File: src/rtl/instr_fetch.sv
// Fetch stage: owns the PC, reads instruction memory over a REQ/ACK handshake
// and holds one fetched instruction plus its PC in a valid/ready output register.
module instr_fetch #(
    parameter logic [31:0] RESET_PC = 32'h00000000,
    parameter int unsigned PC_STEP  = 4
) (
    input  logic        clk,
    input  logic        rst,
    output logic        imem_req,
    output logic [31:0] imem_addr,
    input  logic        imem_ack,
    input  logic [31:0] imem_data,
    input  logic        redirect,
    input  logic [31:0] redirect_pc,
    input  logic        instr_ready,
    output logic        instr_valid,
    output logic [31:0] instr,
    output logic [31:0] instr_pc
);

    localparam logic [31:0] STEP = 32'(PC_STEP);

    typedef enum logic [1:0] {
        FETCH = 2'd0,
        WAIT  = 2'd1,
        DROP  = 2'd2
    } state_t;

    state_t      state;
    state_t      stateNext;
    logic [31:0] pc;
    logic [31:0] reqAddr;
    logic        outFree;
    logic        loadOut;
    logic        captureAddr;

    assign outFree = !instr_valid || instr_ready;

    always_ff @(posedge clk or posedge rst) begin
        if (rst) begin
            state <= FETCH;
        end else begin
            state <= stateNext;
        end
    end

    // A request, once raised, stays up at the same address until ACK; a
    // redirect while waiting parks the FSM in DROP so that data is thrown away.
    always_comb begin
        stateNext   = state;
        imem_req    = 1'b0;
        imem_addr   = 32'h0;
        loadOut     = 1'b0;
        captureAddr = 1'b0;
        if (!rst) begin
            case (state)
                FETCH: begin
                    imem_req  = outFree;
                    imem_addr = pc;
                    if (imem_req && !imem_ack) begin
                        captureAddr = 1'b1;
                        stateNext   = redirect ? DROP : WAIT;
                    end else if (imem_req && !redirect) begin
                        loadOut = 1'b1;
                    end
                end
                WAIT: begin
                    imem_req  = 1'b1;
                    imem_addr = reqAddr;
                    if (imem_ack) begin
                        stateNext = FETCH;
                        loadOut   = !redirect;
                    end else if (redirect) begin
                        stateNext = DROP;
                    end
                end
                DROP: begin
                    imem_req  = 1'b1;
                    imem_addr = reqAddr;
                    if (imem_ack) begin
                        stateNext = FETCH;
                    end
                end
                default: begin
                    stateNext = FETCH;
                end
            endcase
        end
    end

    // Redirect wins over a load or a transfer: it flushes the output register.
    always_ff @(posedge clk or posedge rst) begin
        if (rst) begin
            pc          <= RESET_PC;
            reqAddr     <= 32'h0;
            instr_valid <= 1'b0;
            instr       <= 32'h0;
            instr_pc    <= 32'h0;
        end else begin
            if (captureAddr) begin
                reqAddr <= pc;
            end
            if (redirect) begin
                pc          <= redirect_pc & ~32'h3;
                instr_valid <= 1'b0;
            end else if (loadOut) begin
                instr       <= imem_data;
                instr_pc    <= pc;
                instr_valid <= 1'b1;
                pc          <= pc + STEP;
            end else if (instr_valid && instr_ready) begin
                instr_valid <= 1'b0;
            end
        end
    end

endmodule

File: config.mk
export PLATFORM = sky130hd
export DESIGN_NAME = instr_fetch
export DESIGN_NICKNAME = d
export VERILOG_FILES = /design/src/rtl/instr_fetch.sv
export SDC_FILE = /design/constraint.sdc
export NUM_CORES = 1
export LEC_CHECK = 0
export CORE_AREA = 10 10 176 162
export CTS_CLUSTER_DIAMETER = 30
export CTS_CLUSTER_SIZE = 10
export DETAILED_ROUTE_END_ITERATION = 8
export DIE_AREA = 0 0 186 172
export GPL_ROUTABILITY_DRIVEN = 0
export PLACE_DENSITY = 0.57
export SYNTH_ARGS = -nofsm -noshare
export SYNTH_HDL_FRONTEND = slang
export SYNTH_SLANG_ARGS = --single-unit
File: constraint.sdc
create_clock -name clk -period 6.5 [get_ports clk]
set_input_delay 1.95 -clock clk [delete_from_list [all_inputs] [get_ports clk]]
set_output_delay 1.95 -clock clk [all_outputs]
set_load 0.05 [all_outputs]
Word level (Yosys, flattened, before mapping):

Index checks and enable logic that the tools add are counted.

* memories kept: 0
* RAM bits: 0
* memory bits (read-only): 0
* flip-flop bits (word level): 131
* logic and storage cells: 50
* bits in latches: 0

* eq/ne operators: 5
* add/sub/neg operators: 1
* shift operators: 0
* divide/modulo/power cells: 0
* reduce and logical (&&, ||, !) cells: 13
* bitwise logic cells: 2
* magnitude comparators: 0
* multipliers: 0
* muxes and demuxes: 23

Operators with widths (count)
* $mux 32: 3
* $pmux 32 s2: 1
* $add 32x3->32 const B: 1
* $mux 1: 11
* $mux 2: 5
* $pmux 2 s3: 1
* $ne 2x2->1 const B: 2
* $pmux 1 s2: 2
* $reduce_and 4->1: 1
* $logic_and 1x1->1: 3
* $logic_not 1->1: 3
* $ne 3x3->1 const B: 1
* $reduce_bool 3->1: 1
* $eq 2x1->1 const B: 1
* $eq 2x2->1 const B: 1
* $logic_not 2->1: 1
* $not 1->1: 2
* $reduce_and 2->1: 1
* $reduce_bool 2->1: 1
* $reduce_or 2->1: 1
* $logic_or 1x1->1: 1

Depth between registers and ports, before layout:

Gate-level depths: netlist (run 1).

* depth in word-level cells: 9
* gate-level depth with buffers: 9
* gate-level depth less buffers: 6

Worst setup path before layout (run 1):

No wires, ideal clock.

* path kind: input-to-output
* from: input rst
* to: output imem_addr[10]
* stages on the path: 4
* buffers on the path: 2
* required time: 4.550 ns
* path slack: 1.335 ns
* arrival time: 3.215 ns
* path through: or2_2 -> clkbuf_1 -> buf_1 -> nor2_1

* cells in the longest elaborated chain, start to end: 1

RTL lines
* start: declaration: RTL line 8 `input logic rst,`
* $mux 32: RTL line 55 `if (!rst) begin`
* end: declaration: RTL line 10 `output logic [31:0] imem_addr,`

No other way between the ends.

Worst setup path after layout (run 1):

* from: input rst
* to: output imem_addr[14]

The elaborated chain is that of the path after synthesis.

==> results of run 1 <==
==> worst max-delay path, cell delays in order <==
cell	delay, ps
clkdlybuf4s50_1	530
or2_2	600
nor2_1	220
buf_4	220
==> stage by stage <==
| step | instances | total power (uW) | worst slack [ps] | hold WS, ps |
|---|---|---|---|---|
| 2_1_floorplan | 551 | 2950 | 1220 | 481 |
| 3_3_place_gp | 983 | 3790 | 1070 | 467 |
| 3_5_place_dp | 983 | 3810 | 1010 | 474 |
| 4_1_cts | 1014 | 4880 | 1010 | 488 |
| 5_1_grt | 1014 | 5080 | 894 | 503 |
| 6_report | 1015 | 4810 | 1030 | 483 |
==> synth_stat cells, drive strengths merged, types with 3 or more instances <==
cell and instances:
clkbuf 31, or4 17, nand4 17, nor2 55
a31oi 18, o21ai 6, nor2b 4, a221oi 3
buf 20, dfrtp 125, o31ai 15, nor4 8
inv 11, a22oi 31, o21a 3, a21oi 4
ha 5, mux2 92, and2 10, nand3 15
nand2 21, nor3 3, and4 4, mux2i 3
==> layer usage <==
layer,wire length (um),track usage [%],up-vias
li1,-,-,2299
met3,1900,6.48,18
met2,8530,17.9,137
met5,58,0,-
met4,231,3.47,8
met1,8540,15.2,2408
==> registers in the layout, indices dropped and copies added (netlist names) <==
name         flops
instr_pc        30
instr           32
pc              30
reqAddr         30
state            2
instr_valid      1
==> logic make-up (layout without fill, tap and decap cells) <==
group / after synthesis / after routing
AND/OR/NAND/NOR: 166 / 166
flip-flops: 125 / 125
multiplexers: 95 / 95
AO/OA/AOI/OAI: 92 / 92
buffers and inverters: 62 / 212
adder cells (fa/ha/maj): 5 / 5
XOR/XNOR: 2 / 2
other: 1 / 5
==> cell type report <==
type / instances / area (sq um) / share of cell area, %
sequential: 125 / 3130 / 36.6
multi-input combinational: 364 / 2720 / 31.9
timing repair buffer: 170 / 1610 / 18.9
clock buffer: 17 / 425 / 4.98
tap: 313 / 392 / 4.58
clock inverter: 14 / 219 / 2.56
inverter: 11 / 43.8 / 0.513
antenna: 1 / 2.50 / 0.0293
==> power groups by stage <==
stage	combinational [uW]	sequential, uW	clock, uW
after floorplan	1010	1950	0
final	2480	1280	1050
after CTS	2520	1280	1080
after global routing	2640	1330	1120
after detailed placement	2510	1290	0
after global placement	2520	1280	0
==> how the worst max path moves through the flow <==
stage               startpoint       endpoint  slack [ps]  depth (start not counted)
floorplan                  rst       instr[0]        1220                          1
global placement           rst   imem_addr[3]        1070                          4
detailed placement         rst  imem_addr[12]        1010                          4
CTS                        rst  imem_addr[12]        1010                          4
global route               rst  imem_addr[12]         890                          4
finish                     rst  imem_addr[14]        1030                          4
==> results_dict.tcl, run 1 <==
set metrics [dict create \
    netlist.area_leader.share_pct 51.2 \
    layout_commonest_cell "clkdlybuf4s50_1" \
    timing.final.crit_share_pct 84.2 \
    port_buffer_cells 160 \
    initial_antenna_violation_count 5 \
    yosys.cell_types.count 50 \
    clockRootBuffer "clkbuf_16" \
    hold_buffers 0 \
    max_freq_ghz 0.183 \
    hp-start "instr[16]" \
    mostFrequentLayoutCells "clkdlybuf4s50_1 (129), dfrtp_1 (125), mux2_2 (86), nor2_1 (54), buf_4 (40)" \
    synth_top_family_by_area "multiplexers" \
    syn_area_sq_um 6100 \
    postPlaceCellArea_sq_um 7900 \
    endpoint_kind "output port" \
    vias_per_cell 4.80 \
    clock_tree_from_tritoncts "yes" \
    vias 4870 \
    fin_crit_ps 5470 \
    critical_path.reg2reg.endpoint "instr_pc[29]" \
    clock_power_share_pct 21.9 \
    synthesized_area_per_cell_sq_um 11.1 \
    asyncSetResetFlopFracSynth_pct 100 \
    p_sw_share_pct 45.3 \
    crit_fanout 31 \
    grt_max_degree 70 \
    timing.setup.critical_path_class "in -> out" \
    worst_hold_path.num_cells 1 \
    syn-instance-count 548 \
    synth-simple-area-share_pct 14.7 \
    leakage_uw 0.00337 \
    cts_made_buffers 17 \
    yosys_register_bits 125 \
    rsz0062_at_grt "no" \
    flow.area_growth_from_synthesis_pct 39.9 \
    clkSinkCount 125 \
    fin_tns_setup_ps 0 \
    ctsLongestPathBuffers 2 \
    drtPass1Iterations 4 \
    first_pass_grt_wire_length_mm 29.9 \
    powerDensity_nw_per_um2 563 \
    worst_r2r_path_depth 7 \
    post-cts-setup-buffers 0 \
    grt_overflow 0 \
    timing_max_transition_violations_final 0 \
    wl_per_cell_um 19.0 \
    final_net_count 763 \
    final.fill_count 2481 \
    worst_skew_pair.late_latency_ps 420 \
    synth.top_cells.by_area "dfrtp_1 (51%), mux2_2 (16%), a22oi_1 (3.8%), nor2_1 (3.3%), or4_1 (2.1%)" \
    core_area_sq_um 24800 \
    initialDrtViolationCount 283 \
    skew_ps 12.9 \
    die_h_um 172 \
    place_hpwl_mm 13.8 \
    tightestPinTransition_ps 1180 \
    synth_edf_count 0 \
    worst_hold_path_type "reg -> reg" \
    slew_headroom_pct 21.1 \
    power_report.internal_total_uw 2630 \
    worst_r2r_startpoint "state[1]" \
    ir_worst_vdd_mv 0.220 \
    finalInstanceArea_sq_um 8540 \
    fp.dieW_um 186 \
    fp-row-count 55 \
    die-area_sq_um 32000 \
    clk_pin_slew_worst_paths_ps 60 \
    detail_route.drc_violations 0 \
    final_layout_size_suffix_gt1_share_pct 23.8 \
    synth_area_leader_cell "dfrtp_1" \
    residual_antenna_violating_net_count_after_detailed_routing 0 \
    ios 167 \
    post_synth_fa_ha_maj_area_fraction_pct 1.02 \
    worstHoldEndpoint "instr[16]" \
    fin_util_pct 34.5 \
    post_cts_resize_count 0 \
    setup-violations-final 0 \
    pwr-share-seq_pct 26.6 \
    timing.critical_path.required_ps 4550 \
    arrival_time_reported_for_the_critical_path_endpoint_ps 3520 \
    via_count_of_the_first_global_routing_pass 5055 \
    power.share.combinational_pct 51.5 \
    status "completed" \
    synth_compound_area_share_pct 10.8 \
    synth-warning-count 0 \
    switchingPower_uw 2180 \
    finalHoldViolations 0 \
    synth-main-ff-cell "dfrtp_1" \
    cts_max_level 4 \
    synth_xor_xnor_area_share_pct 0.287 \
    timing.max_cap.violations 0 \
    ff2ff_setup_slack_ps 3950 \
    globalRouteTotalUtil_pct 12.2 \
    ys_seq_area_share_pct 51.2 \
    drt-total-wl_mm 19.3 \
    floorplan.initialDensity_pct 24.6 \
    synth_mux_area_share_pct 17.5 \
    start_kind "input port" \
]
(Power assumes the default switching activity.)
==> run 2, diff against run 1 <==
clock period = 5.7 ns   (was 6.5 ns; I/O delays follow)
==> results_dict.tcl, run 2 (same netlist as run 1, synthesis figures left out) <==
set metrics [dict create \
    status "completed" \
    fp.dieW_um 186 \
    residual_antenna_violating_net_count_after_detailed_routing 0 \
    vias_per_cell 4.83 \
    powerDensity_nw_per_um2 637 \
    worst_hold_path.num_cells 1 \
    crit_fanout 31 \
    hold_buffers 0 \
    ios 167 \
    wl_per_cell_um 18.7 \
    power.share.combinational_pct 55.2 \
    timing.max_cap.violations 0 \
    die_h_um 172 \
    final_cell_count_no_fill 1016 \
    worst_r2r_path_depth 7 \
    timing_max_transition_violations_final 0 \
    endpoint_kind "output port" \
    grt_overflow 0 \
    worstHoldEndpoint "instr[21]" \
    vias 4903 \
    clockRootBuffer "clkbuf_16" \
    top_register "instr" \
    max_freq_ghz 0.197 \
    timing.setup.critical_path_class "in -> out" \
    ctsLongestPathBuffers 2 \
    fp-row-count 55 \
    cts_made_buffers 17 \
    via_count_of_the_first_global_routing_pass 5007 \
    first_pass_grt_wire_length_mm 29.3 \
    drtPass1Iterations 4 \
    final_layout_size_suffix_gt1_share_pct 23.8 \
    timing.critical_path.required_ps 3990 \
    pwr-share-seq_pct 25.8 \
    critical_path.reg2reg.endpoint "instr[0]" \
    leakage_uw 0.00346 \
    globalRouteTotalUtil_pct 12.0 \
    clock_power_share_pct 18.9 \
    post-cts-setup-buffers 0 \
    die-area_sq_um 32000 \
    final_net_count 762 \
    seq_area_sq_um 3130 \
    arrival_time_reported_for_the_critical_path_endpoint_ps 3370 \
    placedCellCount 982 \
    clock_tree_from_tritoncts "yes" \
    port_buffer_cells 160 \
    finalHoldViolations 0 \
    setup-violations-final 0 \
    initial_antenna_violation_count 6 \
    hp-start "instr[21]" \
    fin_util_pct 35.8 \
    power_report.internal_total_uw 3090 \
    core_area_sq_um 24800 \
    worst_skew_pair.late_latency_ps 420 \
    layout_commonest_cell "clkdlybuf4s50_1" \
    switchingPower_uw 2560 \
    place_hpwl_mm 13.7 \
    startpoint "rst" \
    final.fill_count 2439 \
    cts_max_level 4 \
    skew_ps 10.7 \
    clk_pin_slew_worst_paths_ps 60 \
    clkSinkCount 125 \
    floorplan.initialDensity_pct 24.6 \
    flow.area_growth_from_synthesis_pct 45.4 \
    slew_headroom_pct 22.3 \
    multi_input_comb_area_sq_um 2720 \
    ff2ff_setup_slack_ps 3180 \
    detail_route.drc_violations 0 \
    post_cts_resize_count 0 \
    initialDrtViolationCount 273 \
    largest_register_ff_count 32 \
    start_kind "input port" \
    grt_max_degree 65 \
    p_sw_share_pct 45.3 \
    fin_crit_ps 5080 \
    timing.final.crit_share_pct 89.1 \
    tightestPinTransition_ps 1170 \
    worst_hold_path_type "reg -> reg" \
    rsz0062_at_grt "no" \
    drt-total-wl_mm 19.0 \
    fin_tns_setup_ps 0 \
    worst_r2r_startpoint "state[0]" \
    mostFrequentLayoutCells "clkdlybuf4s50_1 (129), dfrtp_1 (125), mux2_2 (86), nor2_1 (54), buf_12 (33)" \
    ir_worst_vdd_mv 0.297 \
]
[run 2: cell count changes in the layout (fill, tap and decap cells not counted), moves of 2 or more]
| cell | before | now |
|---|---|---|
| bufinv_16 | 5 | 1 |
| inv_8 | 0 | 4 |
| inv_6 | 1 | 3 |
| buf_12 | 1 | 33 |
| buf_4 | 40 | 7 |
[run 2: cell type report]
type                            instances  area share [%]
Sequential cell                       125            35.2
Multi-Input combinational cell        364            30.7
Timing Repair Buffer                  169            22.6
Clock buffer                           17            4.79
Tap cell                              313            4.41
Clock inverter                         15            1.78
Inverter                               11           0.493
Antenna cell                            2          0.0564
[run 2: how the worst max path moves through the flow]
stage | endpoint | depth (start not counted)
floorplan | instr[0] | 1
global placement | imem_addr[3] | 4
detailed placement | imem_req | 4
CTS | imem_req | 4
global route | imem_req | 4
finish | imem_req | 4
[run 2: stage by stage]
stage / setup slack (ps) / power, uW / hold slack, ps / area [sq um]
floorplan: 662 / 3370 / 481 / 6120
global placement: 684 / 4620 / 467 / 8290
detailed placement: 608 / 4640 / 479 / 8290
CTS: 594 / 5750 / 493 / 8870
global route: 534 / 5960 / 514 / 8870
finish: 623 / 5650 / 486 / 8880
[run 2: worst max-delay path, cell delays in order]
cell and delay (ps):
clkdlybuf4s50_1 530, or2_2 610, nor2_1 330, buf_12 180
[run 2: power groups by stage]
stage | sequential (uW) | combinational [uW] | clock [uW]
after floorplan | 2220 | 1150 | 0
after global placement | 1450 | 3170 | 0
after detailed placement | 1480 | 3160 | 0
after CTS | 1470 | 3170 | 1110
after global routing | 1520 | 3290 | 1150
final | 1460 | 3120 | 1070
[run 2: per-layer routing]
| metal | track usage, % | routed length [um] |
|---|---|---|
| met1 | 14.7 | 8030 |
| met2 | 17.9 | 8610 |
| met3 | 6.38 | 2130 |
| met4 | 3.68 | 127 |
| met5 | 0 | 57 |
==> run 3, diff against run 2 <==
GPL_TIMING_DRIVEN = 0   (was unset)
==> results_dict.tcl, run 3 (same netlist as run 1, synthesis figures left out) <==
set metrics [dict create \
    die-area_sq_um 32000 \
    clk_pin_slew_worst_paths_ps 60 \
    leakage_uw 0.00364 \
    skew_ps 8.41 \
    fp-row-count 55 \
    timing_max_transition_violations_final 0 \
    ctsLongestPathBuffers 2 \
    hold_buffers 0 \
    path_buf_inv 4 \
    drtPass1Iterations 4 \
    seq_area_sq_um 3130 \
    arrival_time_reported_for_the_critical_path_endpoint_ps 3880 \
    layout_commonest_cell "clkdlybuf4s50_1" \
    largest_register_ff_count 32 \
    ios 167 \
    flow.area_growth_from_synthesis_pct 43.9 \
    worst_hold_path_type "reg -> reg" \
    port_buffer_cells 159 \
    max_freq_ghz 0.179 \
    finalInstanceArea_sq_um 8790 \
    cts_max_level 4 \
    detail_route.drc_violations 0 \
    timing.critical_path.required_ps 3990 \
    placedCellCount 1024 \
    rsz0062_at_grt "no" \
    place_hpwl_mm 14.9 \
    post-cts-setup-buffers 0 \
    final_net_count 804 \
    timing.critical_path.slowest_cell_delay_ps 560 \
    fin_crit_ps 5590 \
    clock_tree_from_tritoncts "yes" \
    final_cell_count_no_fill 1058 \
    cp_cell_instances "clkdlybuf4s50_1, or2_2, clkbuf_1, buf_1, nor2_1, dlygate4sd2_1" \
    worst_skew_pair.late_latency_ps 420 \
    startpoint "rst" \
    vias 5059 \
    cts_made_buffers 17 \
    timing.final.crit_share_pct 98.0 \
    finalHoldViolations 0 \
    initialDrtViolationCount 437 \
    clkSinkCount 125 \
    endpoint_kind "output port" \
    slew_headroom_pct 18.2 \
    worst_r2r_startpoint "pc[3]" \
    ir_worst_vdd_mv 0.256 \
    critical_path.slowest_cell "dlygate4sd2_1" \
    clockRootBuffer "clkbuf_16" \
    grt_overflow 0 \
    top_register "instr" \
    timing.max_cap.violations 0 \
    final.fill_count 2544 \
    tightestPinTransition_ps 1220 \
    largest_delay_share_family_worst_path "buffers and inverters" \
    first_pass_grt_wire_length_mm 30.9 \
    setup-violations-final 0 \
    timing.setup.critical_path_class "in -> out" \
    start_kind "input port" \
    core_area_sq_um 24800 \
    postPlaceCellArea_sq_um 8130 \
    mostFrequentLayoutCells "clkdlybuf4s50_1 (129), dfrtp_1 (125), mux2_2 (86), nor2_1 (54), a22oi_1 (31)" \
    die_h_um 172 \
    drt-total-wl_mm 20.3 \
    globalRouteTotalUtil_pct 12.8 \
    via_count_of_the_first_global_routing_pass 5204 \
    fin_util_pct 35.5 \
    initial_antenna_violation_count 6 \
    residual_antenna_violating_net_count_after_detailed_routing 0 \
    grt_max_degree 87 \
    status "completed" \
    floorplan.initialDensity_pct 24.6 \
    wl_per_cell_um 19.2 \
    fp.dieW_um 186 \
    multi_input_comb_area_sq_um 2720 \
    powerDensity_nw_per_um2 622 \
    vias_per_cell 4.78 \
    crit_fanout 10 \
    final_layout_size_suffix_gt1_share_pct 19.4 \
    hp-start "instr[21]" \
]
==> run 3: changes by cell type in the layout (fill, tap and decap cells not counted), moves of 5 or more <==
| cell | previous run | this run |
|---|---|---|
| clkbuf_1 | 0 | 30 |
| buf_12 | 33 | 0 |
| dlymetal6s2s_1 | 0 | 14 |
| clkinvlp_4 | 1 | 6 |
| buf_2 | 0 | 12 |
| dlygate4sd2_1 | 0 | 15 |
==> run 3: worst register-to-register path, stage by stage, from the launching register on <==
cell and delay [ps]:
dfrtp_1 500, ha_1 340, inv_1 130, nor4_1 1040, a21oi_1 160, a311o_1 350
==> run 3: repair_timing <==
| action | in CTS | in global routing |
|---|---|---|
| gates cloned | 0 | 0 |
| gates resized for setup | 16 | 15 |
| setup endpoints to repair | 16 | 15 |
| pin swaps | 0 | 0 |
==> run 3: worst paths after layout <==
check	endpoint	slack [ps]	depth (start not counted)
worst min-delay path	instr[21]	490	1
min in group asynchronous	reqAddr[21]	1800	2
worst max register to register	pc[6]	3050	5
max in group asynchronous	instr[30]	3100	3
worst max-delay path	imem_addr[31]	110	6
worst min register to register	instr[21]	490	1
==> run 3: power by group <==
part | leakage, uW | total, uW | switching (uW) | internal [uW]
Combinational | 0.00190 | 2850 | 1860 | 992
Clock | 0.000287 | 1160 | 422 | 742
Sequential | 0.00145 | 1450 | 204 | 1250
==> run 3: stage by stage <==
stage	total power (uW)	TNS [ps]	hold WS, ps	worst slack [ps]
3_3_place_gp	4370	-210260	467	-1690
2_1_floorplan	3370	0	481	662
4_1_cts	5550	0	492	2.52
3_5_place_dp	4390	-1370	476	-210
6_report	5470	0	486	111
5_1_grt	5770	0	508	2.90
==> run 3: final cells by class <==
class | count | area share, %
sequential | 125 | 35.6
clock buffer | 18 | 5.00
antenna | 3 | 0.0854
tap | 313 | 4.46
inverter | 11 | 0.527
multi-input combinational | 364 | 30.9
clock inverter | 13 | 2.18
timing repair buffer | 160 | 18.6
buffer | 51 | 2.62
==> run 3: layer usage <==
metal | global-route usage, % | wire [um] | up-vias
met5 | 0 | 36 | -
met4 | 3.99 | 247 | 6
met3 | 6.13 | 2260 | 22
met2 | 19.4 | 9180 | 171
met1 | 15.6 | 8550 | 2470
li1 | - | - | 2390
